## config.mk

```make
export PLATFORM = sky130hd
export DESIGN_NAME = mb_tx_serializer
export DESIGN_NICKNAME = d
export VERILOG_FILES = /design/src/rtl/logphy_pkg.sv /design/src/rtl/mb_tx_flit_fifo.sv /design/src/rtl/mb_tx_serializer.sv
export SDC_FILE = /design/constraint.sdc
export NUM_CORES = 2
export LEC_CHECK = 0
export BUFFER_PORTS_ARGS = -buffer_cell sky130_fd_sc_hd__buf_2
export CAP_MARGIN = 20
export CORE_MARGIN = 5
export CORE_UTILIZATION = 31
export CTS_CLUSTER_SIZE = 10
export DETAILED_ROUTE_END_ITERATION = 10
export PLACE_DENSITY_LB_ADDON = 0.2
export SLEW_MARGIN = 40
export SYNTH_ARGS = -nofsm -noshare
export SYNTH_HDL_FRONTEND = slang
export SYNTH_SLANG_ARGS = --single-unit
```

## constraint.sdc

```tcl
create_clock -name clk -period 13.7 [get_ports clk]
set_input_delay 2.055 -clock clk [delete_from_list [all_inputs] [get_ports clk]]
set_output_delay 2.055 -clock clk [all_outputs]
set_load 0.03 [all_outputs]
```

## src/rtl/logphy_pkg.sv

```systemverilog
// Shared logphy types and constants for the mainband transmit path.
// Flits are carried as 64 packed bytes, byte 0 in the least significant position.
package logphy_pkg;

    localparam int unsigned FLIT_BYTES      = 64;
    localparam int unsigned MB_LANES        = 16;
    localparam int unsigned UI_PER_CHUNK    = 8;
    localparam int unsigned CHUNKS_PER_FLIT = 4;
    localparam int unsigned VALID_HI_UI     = 4;

    localparam int unsigned UI_W    = $clog2(UI_PER_CHUNK);
    localparam int unsigned CHUNK_W = $clog2(CHUNKS_PER_FLIT);
    localparam int unsigned LANE_W  = $clog2(MB_LANES);

    typedef logic [FLIT_BYTES-1:0][7:0] flit_t;

    typedef enum logic [1:0] {
        IDLE,
        PREAMBLE,
        SEND,
        POSTAMBLE
    } mb_tx_state_e;

    // Lane i carries bit `ui` of byte (chunk*MB_LANES + i).
    function automatic logic [MB_LANES-1:0] lane_slice(
        input flit_t              f,
        input logic [CHUNK_W-1:0] chunk,
        input logic [UI_W-1:0]    ui
    );
        logic [MB_LANES-1:0] s;
        for (int unsigned i = 0; i < MB_LANES; i++) begin
            s[i] = f[{chunk, LANE_W'(i)}][ui];
        end
        return s;
    endfunction

endpackage

```

## src/rtl/mb_tx_flit_fifo.sv

```systemverilog
// Flit-wide synchronous FIFO; exposes the head entry and the entry behind it
// so the serializer can pre-load the next flit on the cycle it pops.
module mb_tx_flit_fifo
    import logphy_pkg::*;
#(
    parameter int unsigned DEPTH = 4
) (
    input  logic                     clk_i,
    input  logic                     rst_ni,
    input  logic                     push_i,
    input  flit_t                    push_data_i,
    input  logic                     pop_i,
    output logic                     full_o,
    output logic                     empty_o,
    output logic [$clog2(DEPTH):0]   count_o,
    output flit_t                    head_o,
    output flit_t                    head_next_o
);

    localparam int unsigned PTR_W = $clog2(DEPTH);
    localparam int unsigned CNT_W = PTR_W + 1;

    flit_t              mem_q [DEPTH];
    logic [PTR_W-1:0]   wr_q, wr_d;
    logic [PTR_W-1:0]   rd_q, rd_d;
    logic [CNT_W-1:0]   count_q, count_d;
    logic [PTR_W-1:0]   rd_nxt;
    logic               do_push, do_pop;

    assign full_o  = (count_q == CNT_W'(DEPTH));
    assign empty_o = (count_q == '0);
    assign count_o = count_q;

    assign do_push = push_i && !full_o;
    assign do_pop  = pop_i && !empty_o;

    assign rd_nxt      = rd_q + PTR_W'(1);
    assign head_o      = mem_q[rd_q];
    assign head_next_o = mem_q[rd_nxt];

    always_comb begin
        wr_d    = wr_q;
        rd_d    = rd_q;
        count_d = count_q;
        if (do_push) wr_d = wr_q + PTR_W'(1);
        if (do_pop)  rd_d = rd_nxt;
        if (do_push && !do_pop)      count_d = count_q + CNT_W'(1);
        else if (!do_push && do_pop) count_d = count_q - CNT_W'(1);
    end

    always_ff @(posedge clk_i) begin
        if (!rst_ni) begin
            wr_q    <= '0;
            rd_q    <= '0;
            count_q <= '0;
        end else begin
            wr_q    <= wr_d;
            rd_q    <= rd_d;
            count_q <= count_d;
        end
    end

    always_ff @(posedge clk_i) begin
        if (do_push) mem_q[wr_q] <= push_data_i;
    end

endmodule

```

## src/rtl/mb_tx_serializer.sv

```systemverilog
// Mainband transmit serializer: buffers flits and drives them onto 16 lanes as
// 4 chunks of 8 UI with valid framing and a forwarded-clock enable.
module mb_tx_serializer
    import logphy_pkg::*;
#(
    parameter int unsigned flit_buffer_size = 4,
    parameter int unsigned PRE_UI           = 4,
    parameter int unsigned POST_UI          = 4
) (
    input  logic                clk,
    input  logic                reset,
    input  logic                valid_i,
    input  logic [7:0]          data_i [FLIT_BYTES-1:0],
    output logic                ready_o,
    output logic                valid_oPin,
    output logic [MB_LANES-1:0] dataPins_o,
    output logic                periph_clk_en_o,
    output logic                busy_o
);

    localparam int unsigned CNT_W    = $clog2(flit_buffer_size) + 1;
    localparam int unsigned AMB_MAX  = (PRE_UI > POST_UI) ? PRE_UI : POST_UI;
    localparam int unsigned AMB_W    = $clog2(AMB_MAX + 1);
    localparam logic [UI_W-1:0]    UI_LAST    = UI_W'(UI_PER_CHUNK - 1);
    localparam logic [CHUNK_W-1:0] CHUNK_LAST = CHUNK_W'(CHUNKS_PER_FLIT - 1);

    mb_tx_state_e         state_q, state_d;
    logic [UI_W-1:0]      ui_q, ui_d;
    logic [CHUNK_W-1:0]   chunk_q, chunk_d;
    logic [AMB_W-1:0]     amb_q, amb_d;
    logic                 valid_q, valid_d;
    logic [MB_LANES-1:0]  pins_q, pins_d;
    logic                 clk_en_q, clk_en_d;

    flit_t                in_flit, head, head_next, src;
    logic                 full, empty, pop;
    logic [CNT_W-1:0]     count;

    always_comb begin
        for (int unsigned k = 0; k < FLIT_BYTES; k++) begin
            in_flit[k] = data_i[k];
        end
    end

    assign ready_o = !full;
    assign busy_o  = (state_q != IDLE) || !empty;

    mb_tx_flit_fifo #(
        .DEPTH (flit_buffer_size)
    ) u_fifo (
        .clk_i       (clk),
        .rst_ni      (reset),
        .push_i      (valid_i),
        .push_data_i (in_flit),
        .pop_i       (pop),
        .full_o      (full),
        .empty_o     (empty),
        .count_o     (count),
        .head_o      (head),
        .head_next_o (head_next)
    );

    always_comb begin
        state_d = state_q;
        ui_d    = ui_q;
        chunk_d = chunk_q;
        amb_d   = amb_q;
        pop     = 1'b0;
        unique case (state_q)
            IDLE: begin
                if (!empty) begin
                    state_d = PREAMBLE;
                    amb_d   = '0;
                end
            end
            PREAMBLE: begin
                if (amb_q == AMB_W'(PRE_UI - 1)) begin
                    state_d = SEND;
                    ui_d    = '0;
                    chunk_d = '0;
                end else begin
                    amb_d = amb_q + AMB_W'(1);
                end
            end
            SEND: begin
                ui_d = ui_q + UI_W'(1);
                if (ui_q == UI_LAST) begin
                    chunk_d = chunk_q + CHUNK_W'(1);
                    // Last UI of the flit: counters wrap to c=0,u=0 for a back-to-back flit.
                    if (chunk_q == CHUNK_LAST) begin
                        pop = 1'b1;
                        if (count <= CNT_W'(1)) begin
                            state_d = POSTAMBLE;
                            amb_d   = '0;
                        end
                    end
                end
            end
            POSTAMBLE: begin
                if (!empty) begin
                    state_d = SEND;
                    ui_d    = '0;
                    chunk_d = '0;
                end else if (amb_q == AMB_W'(POST_UI - 1)) begin
                    state_d = IDLE;
                end else begin
                    amb_d = amb_q + AMB_W'(1);
                end
            end
            default: state_d = IDLE;
        endcase
    end

    // Pins are loaded from next-state values; on a pop the next flit is the entry behind the head.
    always_comb begin
        src      = pop ? head_next : head;
        pins_d   = '0;
        valid_d  = 1'b0;
        clk_en_d = (state_d != IDLE);
        if (state_d == SEND) begin
            pins_d  = lane_slice(src, chunk_d, ui_d);
            valid_d = (ui_d < UI_W'(VALID_HI_UI));
        end
    end

    always_ff @(posedge clk) begin
        if (!reset) begin
            state_q  <= IDLE;
            ui_q     <= '0;
            chunk_q  <= '0;
            amb_q    <= '0;
            valid_q  <= 1'b0;
            pins_q   <= '0;
            clk_en_q <= 1'b0;
        end else begin
            state_q  <= state_d;
            ui_q     <= ui_d;
            chunk_q  <= chunk_d;
            amb_q    <= amb_d;
            valid_q  <= valid_d;
            pins_q   <= pins_d;
            clk_en_q <= clk_en_d;
        end
    end

    assign valid_oPin      = valid_q;
    assign dataPins_o      = pins_q;
    assign periph_clk_en_o = clk_en_q;

endmodule

```

==> flow_metrics.tcl <==
set metrics [dict create \
    cts_tree "built" \
    yosysUniqueCellTypes 63 \
    synth_top_flop_cell "edfxtp_1" \
    path_clk_slew_ns 0.06 \
    synth-simple-area-share_pct 5.43 \
    min_period_over_period_pct 40.1 \
    fin_area_sq_mm 0.111 \
    synth_nets 5677 \
    worstPathMaxFanout 91 \
    swShare_pct 22.4 \
    cap_violations 0 \
    drive_above_1_share_pct 34.7 \
    dr.pass1.iters 5 \
    dieArea_sq_mm 0.321 \
    r2r-end "dataPins_o[12]" \
    crit_chain "nor2b_1, nand3_1, nand2_8, buf_12, buf_4, mux2i_1, a32oi_1, nand4_1, a21boi_0, a311o_1" \
    wl_per_cell_um 32.3 \
    drtAntennaViolNets 0 \
    syn_area_sq_mm 0.0962 \
    status "finished, final reports clean" \
    routed_wirelength_um 323000 \
    h-tree-depth 4 \
    seqPwrFrac_pct 52.5 \
    syn_area_per_cell_sq_um 18.7 \
    yosysSeqAreaShare_pct 64.7 \
    intPower_mw 11.3 \
    post_cts_resized 0 \
    die_y_um 567 \
    dp_hpwl_um 212000 \
    power_density_mw_per_mm2 131 \
    power_switching_mw 3.25 \
    worstSkewPairLatency_ns 0.90 \
    drt_iter0_markers 5510 \
    critPathCaptureType "flop" \
    hold_end "u_fifo.count_o[2]" \
    grt_start_max_net_pins 117 \
    max_slew_margin_pct 39.4 \
    core_area_sq_mm 0.309 \
    crit_slowest_cell "a21boi_0" \
    min_from "u_fifo.count_o[2]" \
    synthAdderAreaFrac_pct 0.182 \
    portBuffers 534 \
    required_ns 14.50 \
    total_leakage_power_nw 33.9 \
    hold_path_depth 2 \
    antenna_found_initial 300 \
    cp.arrival_ns 6.29 \
    synthMuxAreaShare_pct 25.3 \
    r2r_cells 10 \
    grt_usage_pct 19.5 \
    fin_cells 10001 \
    gp_congestion 0.786 \
    finalNetCount 6184 \
    setup_violations 0 \
    first_global_vias 56219 \
    path_delay_family "simple AND/OR/NAND/NOR gates" \
    dp.cells 9525 \
    clock_path_buffers 4 \
    synth-warning-count 0 \
    synth_top_family_by_area "multiplexers" \
    dr_total_vias 55750 \
    critPathMaxStageDelay_ns 0.77 \
    min_period_ns 5.49 \
    setup.worst_path.start_class "flop" \
    pwr-share-comb_pct 6.6 \
    timing.fmax_mhz 182 \
    fp.dieW_um 567 \
    postCtsHoldBufs 0 \
    synthCells 5148 \
    drc 0 \
    clock_power_share_pct 40.9 \
    cts_root_buf "clkbuf_16" \
    crit_type "flop to flop" \
    grt-ovfl-total 0 \
    layout_commonest_cell "edfxtp_1" \
    slew_violations 0 \
    rsz0062_at_grt "false" \
    synth_compound_area_share_pct 2.40 \
    layout_common_cells "edfxtp_1 (2048), mux4_2 (1024), nand2_1 (743), buf_2 (534), nand3_1 (256)" \
    synth_xor_area_share_pct 0.0455 \
    yosys_register_bits 2085 \
    start_util_pct 31.1 \
    post_cts_buffers 0 \
    min_path_type "flop to flop" \
    placed_area_sq_mm 0.104 \
    synth_edf_count 2048 \
    worstMarginPinSlew_ns 0.899 \
    clock-sinks 2085 \
    syn_to_final_growth_pct 15.5 \
    cts_made_buffers 245 \
    worst-path-buf-inv 2 \
    ir_drop_v 0.000107 \
    vias_per_cell 5.57 \
    io_pins 535 \
    grt_pass1_wl_um 450000 \
    r2r_setup_slack_ns 8.21 \
    async_flop_share_pct 0 \
    reg2reg_from "state_q[1]" \
    hold_viol 0 \
    skew_ns 0.0628 \
    total_power_mw 14.5 \
    row_count 204 \
]
==> metrics by stage <==
step	util, %	setup slack (ns)	hold slack, ns	setup TNS, ns
after global routing	35.9	7.97	0.636	0
after global placement	33.5	7.55	0.578	0
after detailed placement	33.6	7.96	0.580	0
after CTS	35.9	8.32	0.593	0
after floorplan	-	-0.905	0.513	-463.56
final	36.0	8.21	0.599	0
==> worst max path at each step <==
stage,start,to,cells past startpoint
final,state_q[1],dataPins_o[12],10
after global routing,state_q[1],dataPins_o[15],10
after CTS,state_q[1],dataPins_o[12],10
after detailed placement,reset,dataPins_o[14],8
after global placement,reset,dataPins_o[3],8
after floorplan,valid_i,u_fifo.mem_q[3][0],1
==> final cells by class <==
| class | instances | area, sq um |
|---|---|---|
| clock inverter | 38 | 423 |
| fill | 28849 | 198000 |
| antenna | 94 | 235 |
| inverter | 12 | 45.0 |
| clock buffer | 341 | 6650 |
| tap | 4120 | 5150 |
| timing repair buffer | 670 | 4130 |
| multi-input combinational | 2641 | 32200 |
| sequential | 2085 | 62300 |
==> synth_stat cells (all sizes together) (4+ instances only) <==
cell type | n | area (sq um)
a211oi | 19 | 143
a21boi | 14 | 105
a21oi | 8 | 40.0
a221oi | 7 | 73.8
a311o | 13 | 130
a311oi | 19 | 166
a31oi | 32 | 200
a32o | 8 | 80.1
a32oi | 107 | 937
and2 | 30 | 190
and3 | 22 | 138
buf | 217 | 1100
clkbuf | 193 | 724
dfxtp | 37 | 741
edfxtp | 2048 | 61500
ha | 14 | 175
inv | 12 | 45.0
mux2 | 4 | 45.0
mux2i | 120 | 1200
mux4 | 1024 | 23100
nand2 | 745 | 2800
nand3 | 256 | 1280
nand4 | 83 | 519
nor2 | 12 | 47.6
nor2b | 6 | 37.5
o211ai | 7 | 52.6
o21ai | 35 | 175
or2 | 4 | 25.0
or3 | 5 | 31.3
==> power by group through the flow <==
stage	logic, mW	clock network (mW)	registers (mW)
finish	0.960	5.94	7.62
global route	1.03	6.38	7.65
CTS	0.983	6.12	7.61
detailed placement	0.980	0	7.74
global placement	0.959	0	7.72
floorplan	0.544	0	7.81
==> metal layers <==
metal	vias to the layer above	GRT usage, %	part of all wire (%)
li1	22868	-	-
met1	29844	25.9	40
met2	2304	32.3	48
met3	630	4.87	8.4
met4	104	4.87	2.9
met5	-	0	0.20
==> flip-flops by register name (all words and copies together) (netlist names), named ones only <==
| signal | flops |
|---|---|
| u_fifo.rd_q | 2 |
| u_fifo.wr_q | 2 |
| amb_q | 3 |
| u_fifo.mem_q | 2048 |
| state_q | 2 |
| dataPins_o | 16 |
| u_fifo.count_o | 3 |
| valid_oPin | 1 |
| ui_q | 3 |
| chunk_q | 2 |
| periph_clk_en_o | 1 |
==> worst min-delay path, cell delays in order (launching register included) <==
cell and delay, ns:
dfxtp_1 0.37, o21ai_0 0.10, a21boi_0 0.08
==> kinds of logic after synthesis <==
| logic type | count (synthesis) |
|---|---|
| mux | 1148 |
| simple gates | 1182 |
| fa+ha+maj | 14 |
| xor+xnor | 5 |
| buf+inv | 422 |
| compound gates | 292 |
| flops | 2085 |
(Power assumes the default switching activity.)
